### config.mk
export PLATFORM = sky130hd
export DESIGN_NAME = instr_sequencer
export DESIGN_NICKNAME = d
export VERILOG_FILES = /design/src/rtl/instr_sequencer.sv
export SDC_FILE = /design/constraint.sdc
export NUM_CORES = 1
export LEC_CHECK = 0
export ABC_AREA = 1
export BUFFER_PORTS_ARGS = -buffer_cell sky130_fd_sc_hd__buf_2
export CORE_MARGIN = 3
export CORE_UTILIZATION = 45
export CTS_BUF_LIST = sky130_fd_sc_hd__clkbuf_8
export CTS_CLUSTER_SIZE = 12
export DETAILED_ROUTE_END_ITERATION = 12
export GPL_TIMING_DRIVEN = 0
export PLACE_DENSITY_LB_ADDON = 0.25
export SLEW_MARGIN = 20
export SYNTH_ARGS = -nofsm -noshare
export SYNTH_HDL_FRONTEND = slang
export SYNTH_SLANG_ARGS = --single-unit
### constraint.sdc
create_clock -name clk -period 3.2 [get_ports clk]
set_clock_uncertainty 0.1 [all_clocks]
set_input_delay 0 -clock clk [delete_from_list [all_inputs] [get_ports clk]]
set_output_delay 0 -clock clk [all_outputs]
set_load 0.01 [all_outputs]
### src/rtl/instr_sequencer.sv
// instr_sequencer: instruction register, decoder and Moore control FSM for the datapath (option: ILLEGAL_TRAP_EN)
module instr_sequencer (
  input  logic        clk,
  input  logic        reset,
  input  logic [15:0] in,
  input  logic        load,
  input  logic        s,
  output logic        w,
  output logic        illegal,
  output logic [2:0]  readnum,
  output logic [2:0]  writenum,
  output logic        write,
  output logic        loada,
  output logic        loadb,
  output logic        loadc,
  output logic        loads,
  output logic        asel,
  output logic        bsel,
  output logic [1:0]  shift,
  output logic [1:0]  ALUop,
  output logic [3:0]  vsel,
  output logic [15:0] sximm8,
  output logic [15:0] sximm5
);
  typedef enum logic [2:0] {
    WAIT, DECODE, WRITE_IMM, GET_A, GET_B, ALU, WRITE_REG
`ifdef ILLEGAL_TRAP_EN
    , HALT
`endif
  } state_t;
  state_t state, nxt;
  logic [15:0] ir;
  logic [2:0] opc, rn, rd, rm;
  logic [1:0] op;
  logic is_movi, is_mov, is_mvn, is_arith, is_cmp;
  assign opc = ir[15:13];
  assign op = ir[12:11];
  assign rn = ir[10:8];
  assign rd = ir[7:5];
  assign rm = ir[2:0];
  assign is_movi = opc == 3'b110 && op == 2'b10;
  assign is_mov = opc == 3'b110 && op == 2'b00;
  assign is_mvn = opc == 3'b101 && op == 2'b11;
  assign is_arith = opc == 3'b101 && op != 2'b11;
  assign is_cmp = opc == 3'b101 && op == 2'b01;
  // state register and IR; IR only accepts a new word while idle so an instruction in flight is stable
  always_ff @(posedge clk) begin
    if (reset) begin
      state <= WAIT;
      ir <= 16'h0000;
    end else begin
      state <= nxt;
      if (load && state == WAIT) ir <= in;
    end
  end
  // next-state: DECODE sees the word captured on the same edge that left WAIT
  always_comb begin
    nxt = WAIT;
    case (state)
      WAIT:      nxt = s ? DECODE : WAIT;
`ifdef ILLEGAL_TRAP_EN
      DECODE:    nxt = is_movi ? WRITE_IMM : (is_mov || is_mvn) ? GET_B : is_arith ? GET_A : HALT;
      HALT:      nxt = HALT;
`else
      DECODE:    nxt = is_movi ? WRITE_IMM : (is_mov || is_mvn) ? GET_B : is_arith ? GET_A : WAIT;
`endif
      GET_A:     nxt = GET_B;
      GET_B:     nxt = ALU;
      ALU:       nxt = is_cmp ? WAIT : WRITE_REG;
      default:   nxt = WAIT;
    endcase
  end
  assign w = state == WAIT;
`ifdef ILLEGAL_TRAP_EN
  assign illegal = state == HALT;
`else
  assign illegal = 1'b0;
`endif
  assign readnum = state == GET_A ? rn : rm;
  assign writenum = state == WRITE_IMM ? rn : rd;
  assign write = !reset && (state == WRITE_IMM || state == WRITE_REG);
  assign loada = !reset && state == GET_A;
  assign loadb = !reset && state == GET_B;
  assign loadc = !reset && state == ALU && !is_cmp;
  assign loads = !reset && state == ALU && is_cmp;
  assign asel = state == ALU && (is_mov || is_mvn);
  assign bsel = 1'b0;
  assign ALUop = (state == ALU && opc == 3'b101) ? op : 2'b00;
  assign vsel = state == WRITE_IMM ? 4'b0100 : 4'b0001;
  assign shift = ir[4:3];
  assign sximm8 = {{8{ir[7]}}, ir[7:0]};
  assign sximm5 = {{11{ir[4]}}, ir[4:0]};
endmodule

==> out/summary.txt, run 1 <==
hold path startpoint -> load
most common cell after layout, fill and taps aside -> buf_2
IR drop worst, VDD -> 304 uV
via count -> 1423
layer with the highest usage -> met2
delay-heaviest family, CP -> buffers and inverters
Total Wirelength -> 3360 um
Clock Pin Slew Worst Setup and Hold Paths -> 0.07 ns
Multi-input gate area -> 473 sq um
Mapped Area -> 1210 sq um
Pre-antenna DRT Iters -> 4
run status -> finished clean
Worst Tran Pin Value -> 0.575 ns
Detailed Place HPWL -> 2210 um
internal power -> 444 uW
count of input and output buffers -> 69
clock sinks -> 19
H-tree level count -> 1
antenna-violating nets left -> 0
Root Driver -> clkbuf_8
Clock Power Share -> 26.5%
fin. max-slew vios -> 0
TritonCTS clock tree -> yes
RSZ-0062 raised after global routing -> false
Seq/Total Area, Yosys -> 31.4%
fill count -> 235
Cell Pwr Density -> 326 nW/um^2
die height -> 57.9 um
reg-to-reg setup timing slack -> 1.22 ns
Crit Path Max Fanout -> 9
synthesized area per cell -> 7.03 sq um
Final setup viols -> 0
core area -> 2520 sq um
R2R cell count -> 5
M1 GR Usage -> 23.1%
WL per Instance -> 11.1 um
CP Class -> flop to flop
Worst Hold Path Cells -> 4
R2R Path End -> ir[15]
Tot GR Track Use -> 20.6%
Post-CTS Setup Inserts -> 0
M3 GR Usage -> 5.57%
Critical Path RT -> 3.29 ns
gpl congestion -> 0.819
total CTS buffers -> 3
setup TNS -> 0 ns
Die ar. -> 3350 sq um
vias in the first global route -> 1264
largest net degree at the start of global routing -> 16
total gr overflow -> 0
P_leak -> 1.03 nW
Slowest-stage cell, CP -> dlygate4sd3_1
combinational fraction of design power -> 30.4%
Iter 0 DRT Violations -> 49
switching share of power -> 28.5%
met2 usage -> 37.9%
Seq pwr share -> 43.1%
Sequential Area -> 380 sq um
relative slew slack -> 61.4%
CTS max path bufs -> 2
switching power -> 177 uW
row cnt -> 18
Area Overhead vs Synth -> 57.8%
fmax -> 505 MHz
Period minus WS final -> 1.98 ns
hold path endpoint -> ir[5]
number of hold violations in the final report -> 0
CP cell instances -> buf_6 -> nor3_2 -> nand3_1 -> dlygate4sd3_1 -> a21oi_1
end-of-flow core utilization -> 75.7%
commonest cells after routing, fill and taps aside -> 72 x buf_2, 38 x buf_4, 31 x nand2_1
I/O pin total -> 75
max incr delay on CP -> 0.61 ns
global-route wire length before repair -> 5460 um
Data arrival, critical path -> 2.06 ns
Yosys reg bits -> 19
fraction of layout cells with a size suffix above 1 -> 43.8%
Die X -> 57.9 um
cells after synthesis -> 172
DRC violations left -> 0
nets -> 295
Worst-Skew Late Latency -> 0.25 ns
initial antenna violation count -> 0
Synth cell types -> 19
Starting Density -> 48.0%
max cap viols -> 0
synth warn -> 0
CP Buf/Inv Count -> 2
Via-to-Cell Ratio -> 4.68
diode count -> 0
Hold WC Path Type -> input port to flop
endpoint class of the critical path -> flop
Setup crit start kind -> flop
crit share post-route -> 61.8%
r2r startpoint -> state[0]
==> how the worst max path moves through the flow <==
stage | from | to | slack, ns | cells after the start
after global placement | state[0] | ir[2] | 1.88 | 4
after floorplan | state[0] | ir[13] | 1.95 | 4
final | state[0] | ir[15] | 1.22 | 5
after CTS | state[0] | ir[15] | 1.33 | 5
after global routing | state[0] | ir[15] | 1.11 | 5
after detailed placement | state[2] | ir[10] | 1.86 | 5
==> layer usage <==
layer  up-vias  part of all wire, %
li1        716                    -
met1       636                   38
met2        65                   51
met3         6                  9.8
met4         0                  1.2
met5         -                    0
==> through the flow <==
step	power, mW	hold slack [ns]	cell area, sq um	setup WS (ns)	std cells
global route	0.656	0.220	1910	1.11	304
global placement	0.431	0.150	1600	1.88	274
finish	0.622	0.186	1910	1.22	304
detailed placement	0.434	0.151	1600	1.86	274
CTS	0.619	0.188	1910	1.33	304
floorplan	0.377	-0.0471	1220	1.95	175
==> sequential cells by signal, summed over array words and instances, names as in the netlist <==
name   count
ir        16
state      3
==> kinds of logic after synthesis <==
family	count (synthesis)	synth area share, %
flip-flops	19	31.4
AO/OA/AOI/OAI	28	13.2
other	1	0.310
buffers and inverters	57	30.4
AND/OR/NAND/NOR	67	24.6
==> repair_timing <==
| item | CTS | global route |
|---|---|---|
| endpoints found under the hold margin | 17 | 0 |
| hold buffers | 26 | 0 |
| resized for setup | 0 | 0 |
==> worst register-to-register path, delay by kind of cell, from the launching register on <==
| family | cells | cell delay [ns] |
|---|---|---|
| flops | 1 | 0.31 |
| compound gates | 1 | 0.13 |
| buf+inv | 2 | 0.74 |
| simple gates | 2 | 0.63 |
==> cell usage after synthesis <==
library cell	number	share of area (%)
nor3_1	1	0.41
buf_2	3	1.2
nand3_1	11	4.5
buf_6	1	0.93
nor2_1	18	5.6
nor4_1	2	1.0
clkbuf_1	2	0.62
inv_1	11	3.4
nor2_4	1	0.93
a21oi_1	13	5.4
inv_2	2	0.62
a211oi_1	8	5.0
nand3_2	1	0.83
conb_1	1	0.31
nand2_1	31	9.6
nor3_2	2	1.7
dfxtp_1	19	31
buf_4	38	24
o21ai_0	7	2.9
==> power by group through the flow <==
| stage | registers, mW | clock network, mW | logic [mW] |
|---|---|---|---|
| final | 0.268 | 0.165 | 0.189 |
| after global placement | 0.273 | 0 | 0.158 |
| after floorplan | 0.270 | 0 | 0.108 |
| after CTS | 0.268 | 0.165 | 0.186 |
| after global routing | 0.271 | 0.179 | 0.206 |
| after detailed placement | 0.273 | 0 | 0.161 |
==> layout make-up <==
type                       count  share of cell area (%)
buffer                        44                    16.7
clock buffer                   3                    2.16
clock inverter                 1                   0.197
inverter                      13                    2.56
multi-input combinational     99                    24.8
sequential                    19                    19.9
tap                           30                    1.97
timing repair buffer          95                    31.7
Power figures use the tool's default switching activity.
==> run 2: changes to the inputs <==
Settings changed: CORE_UTILIZATION 45 to 44.
Clock period 3.2 ns to 1.9 ns, I/O delays scaled along.
==> run 2 against run 1 <==
- flip-flop and latch count did not move
- sequential power rose by 69%
- power increased by 69%
- combinational power increased by 68%
- clock power rose by 68%
- non-clock buffer count down 2
- core utilization decreased by 0.62 points
- sequential share of layout area up 0.052 points
- design area about the same
- register-to-register slack worse by 1.2 ns
- worst hold slack got worse by 0.16 ns
- maximum frequency is 8.2% higher
- critical endpoint is now ir[5]
==> out/summary.txt, run 2 (same netlist as run 1, synthesis figures left out) <==
Die X -> 58.4 um (+1.0%)
count of input and output buffers -> 69 (unchanged)
commonest cells after routing, fill and taps aside -> 71 x buf_2, 38 x buf_4, 31 x nand2_1
endpoint class of the critical path -> flop
Pwr Total -> 1.05 mW (+69%)
combinational fraction of design power -> 30.4% (about the same)
met2 routed WL -> 1580 um (-8.1%)
Period minus WS final -> 1.83 ns (-0.149 ns)
Area Overhead vs Synth -> 57.9% (about the same)
total gr overflow -> 0 (unchanged)
Final setup viols -> 0 (unchanged)
Crit Path Max Fanout -> 10 (+1)
vias in the first global route -> 1206 (-4.6%)
Starting Density -> 47.5% (-0.42 points)
initial antenna violation count -> 0 (unchanged)
end-of-flow core utilization -> 75.1% (-0.62 points)
diode count -> 0 (unchanged)
largest net degree at the start of global routing -> 16 (unchanged)
max reg flops -> 16 (unchanged)
H-tree level count -> 1 (unchanged)
Worst-Skew Late Latency -> 0.26 ns (about the same)
Pre-antenna DRT Iters -> 4 (unchanged)
reg-to-reg setup timing slack -> 0.07 ns (-1.15 ns)
Via-to-Cell Ratio -> 4.54 (-3.1%)
Critical Path RT -> 2.00 ns (-1.29 ns)
WL per Instance -> 10.8 um (-2.6%)
Clock Pin Slew Worst Setup and Hold Paths -> 0.07 ns (about the same)
CP Class -> flop to flop
row cnt -> 18 (unchanged)
Die ar. -> 3420 sq um (+2.1%)
CTS max path bufs -> 2 (unchanged)
nets -> 293 (-0.68%)
Cell Pwr Density -> 548 nW/um^2 (+68%)
global-route wire length before repair -> 5180 um (-5.2%)
Iter 0 DRT Violations -> 45 (-8.2%)
Biggest register -> ir
Setup crit start kind -> flop
fin. max-slew vios -> 0 (unchanged)
core area -> 2540 sq um (+0.89%)
run status -> finished clean
fraction of layout cells with a size suffix above 1 -> 44.5% (+0.69 points)
DRC violations left -> 0 (unchanged)
setup TNS -> 0 ns (unchanged)
fmax -> 547 MHz (+8.2%)
met3 WL -> 289 um (-13%)
gpl congestion -> 0.868 (+6.0%)
Tot GR Track Use -> 19.1% (-1.5 points)
Top Registers -> ir x16, state x3
crit share post-route -> 96.3% (+34 points)
IR drop worst, VDD -> 568 uV (+87%)
clock sinks -> 19 (unchanged)
switching share of power -> 28.5% (about the same)
Hold WC Path Type -> input port to flop
die height -> 58.4 um (+1.0%)
wl on met1 -> 1380 um (+8.6%)
total CTS buffers -> 3 (unchanged)
Data arrival, critical path -> 1.93 ns (-0.13 ns)
max cap viols -> 0 (unchanged)
internal power -> 748 uW (+68%)
Worst Slack Setup Final -> 0.0709 ns (-1.15 ns)
tightest hold margin -> 0.0283 ns (-0.158 ns)
via count -> 1370 (-3.7%)
antenna-violating nets left -> 0 (unchanged)
Root Driver -> clkbuf_8
P_leak -> 1.04 nW (+0.23%)
Detailed Place HPWL -> 2250 um (+1.6%)
I/O pin total -> 75 (unchanged)
number of hold violations in the final report -> 0 (unchanged)
most common cell after layout, fill and taps aside -> buf_2
Clock Power Share -> 26.5% (about the same)
switching power -> 299 uW (+69%)
Seq pwr share -> 43.1% (about the same)
Total Wirelength -> 3250 um (-3.3%)
pre-CTS setup slack -> 0.561 ns (-1.30 ns)
DR top layer -> met4
TritonCTS clock tree -> yes
[run 2: metrics by stage]
| step | instances | instance area (sq um) |
|---|---|---|
| 2_1_floorplan | 175 | 1220 |
| 3_3_place_gp | 274 | 1600 |
| 3_5_place_dp | 274 | 1600 |
| 4_1_cts | 302 | 1890 |
| 5_1_grt | 302 | 1910 |
| 6_report | 302 | 1910 |
[run 2: layer usage]
metal  track usage [%]  vias up
met5                 0        -
met2              34.1       65
li1                  -      718
met3              5.04        2
met4             0.993        0
met1              23.9      585
[run 2: timing repair]
| action | in CTS | in global routing |
|---|---|---|
| buffers inserted | 0 | 0 |
| endpoints found under the hold margin | 17 | 0 |
| endpoints found under the setup margin | 0 | 7 |
| hold buffers | 24 | 0 |
| gates resized for setup | 0 | 6 |
[run 2: final timing paths]
path                               start     end  depth (start not counted)
worst min register to register    ir[10]  ir[10]                          2
worst max-delay path            state[0]   ir[5]                          6
worst min-delay path                load  ir[15]                          3
worst max register to register  state[0]   ir[5]                          6
[run 2: layout make-up]
type	instances	area [sq um]
tap	30	37.5
timing repair buffer	93	586
fill	214	634
inverter	13	48.8
sequential	19	382
multi-input combinational	99	487
clock inverter	1	3.75
clock buffer	3	41.3
buffer	44	325
[run 2: worst max-delay path, cell delays in order, from the launching register on]
cell and delay [ns]:
dfxtp_1 0.31, buf_6 0.13, nor2_4 0.14, nand3_4 0.11, buf_6 0.17, a211oi_1 0.22, dlygate4sd3_1 0.58
[run 2: power groups by stage]
| stage | logic (mW) | clock network (mW) | registers (mW) |
|---|---|---|---|
| floorplan | 0.181 | 0 | 0.454 |
| CTS | 0.311 | 0.280 | 0.451 |
| detailed placement | 0.271 | 0 | 0.460 |
| global placement | 0.268 | 0 | 0.459 |
| global route | 0.347 | 0.302 | 0.457 |
| finish | 0.318 | 0.277 | 0.452 |
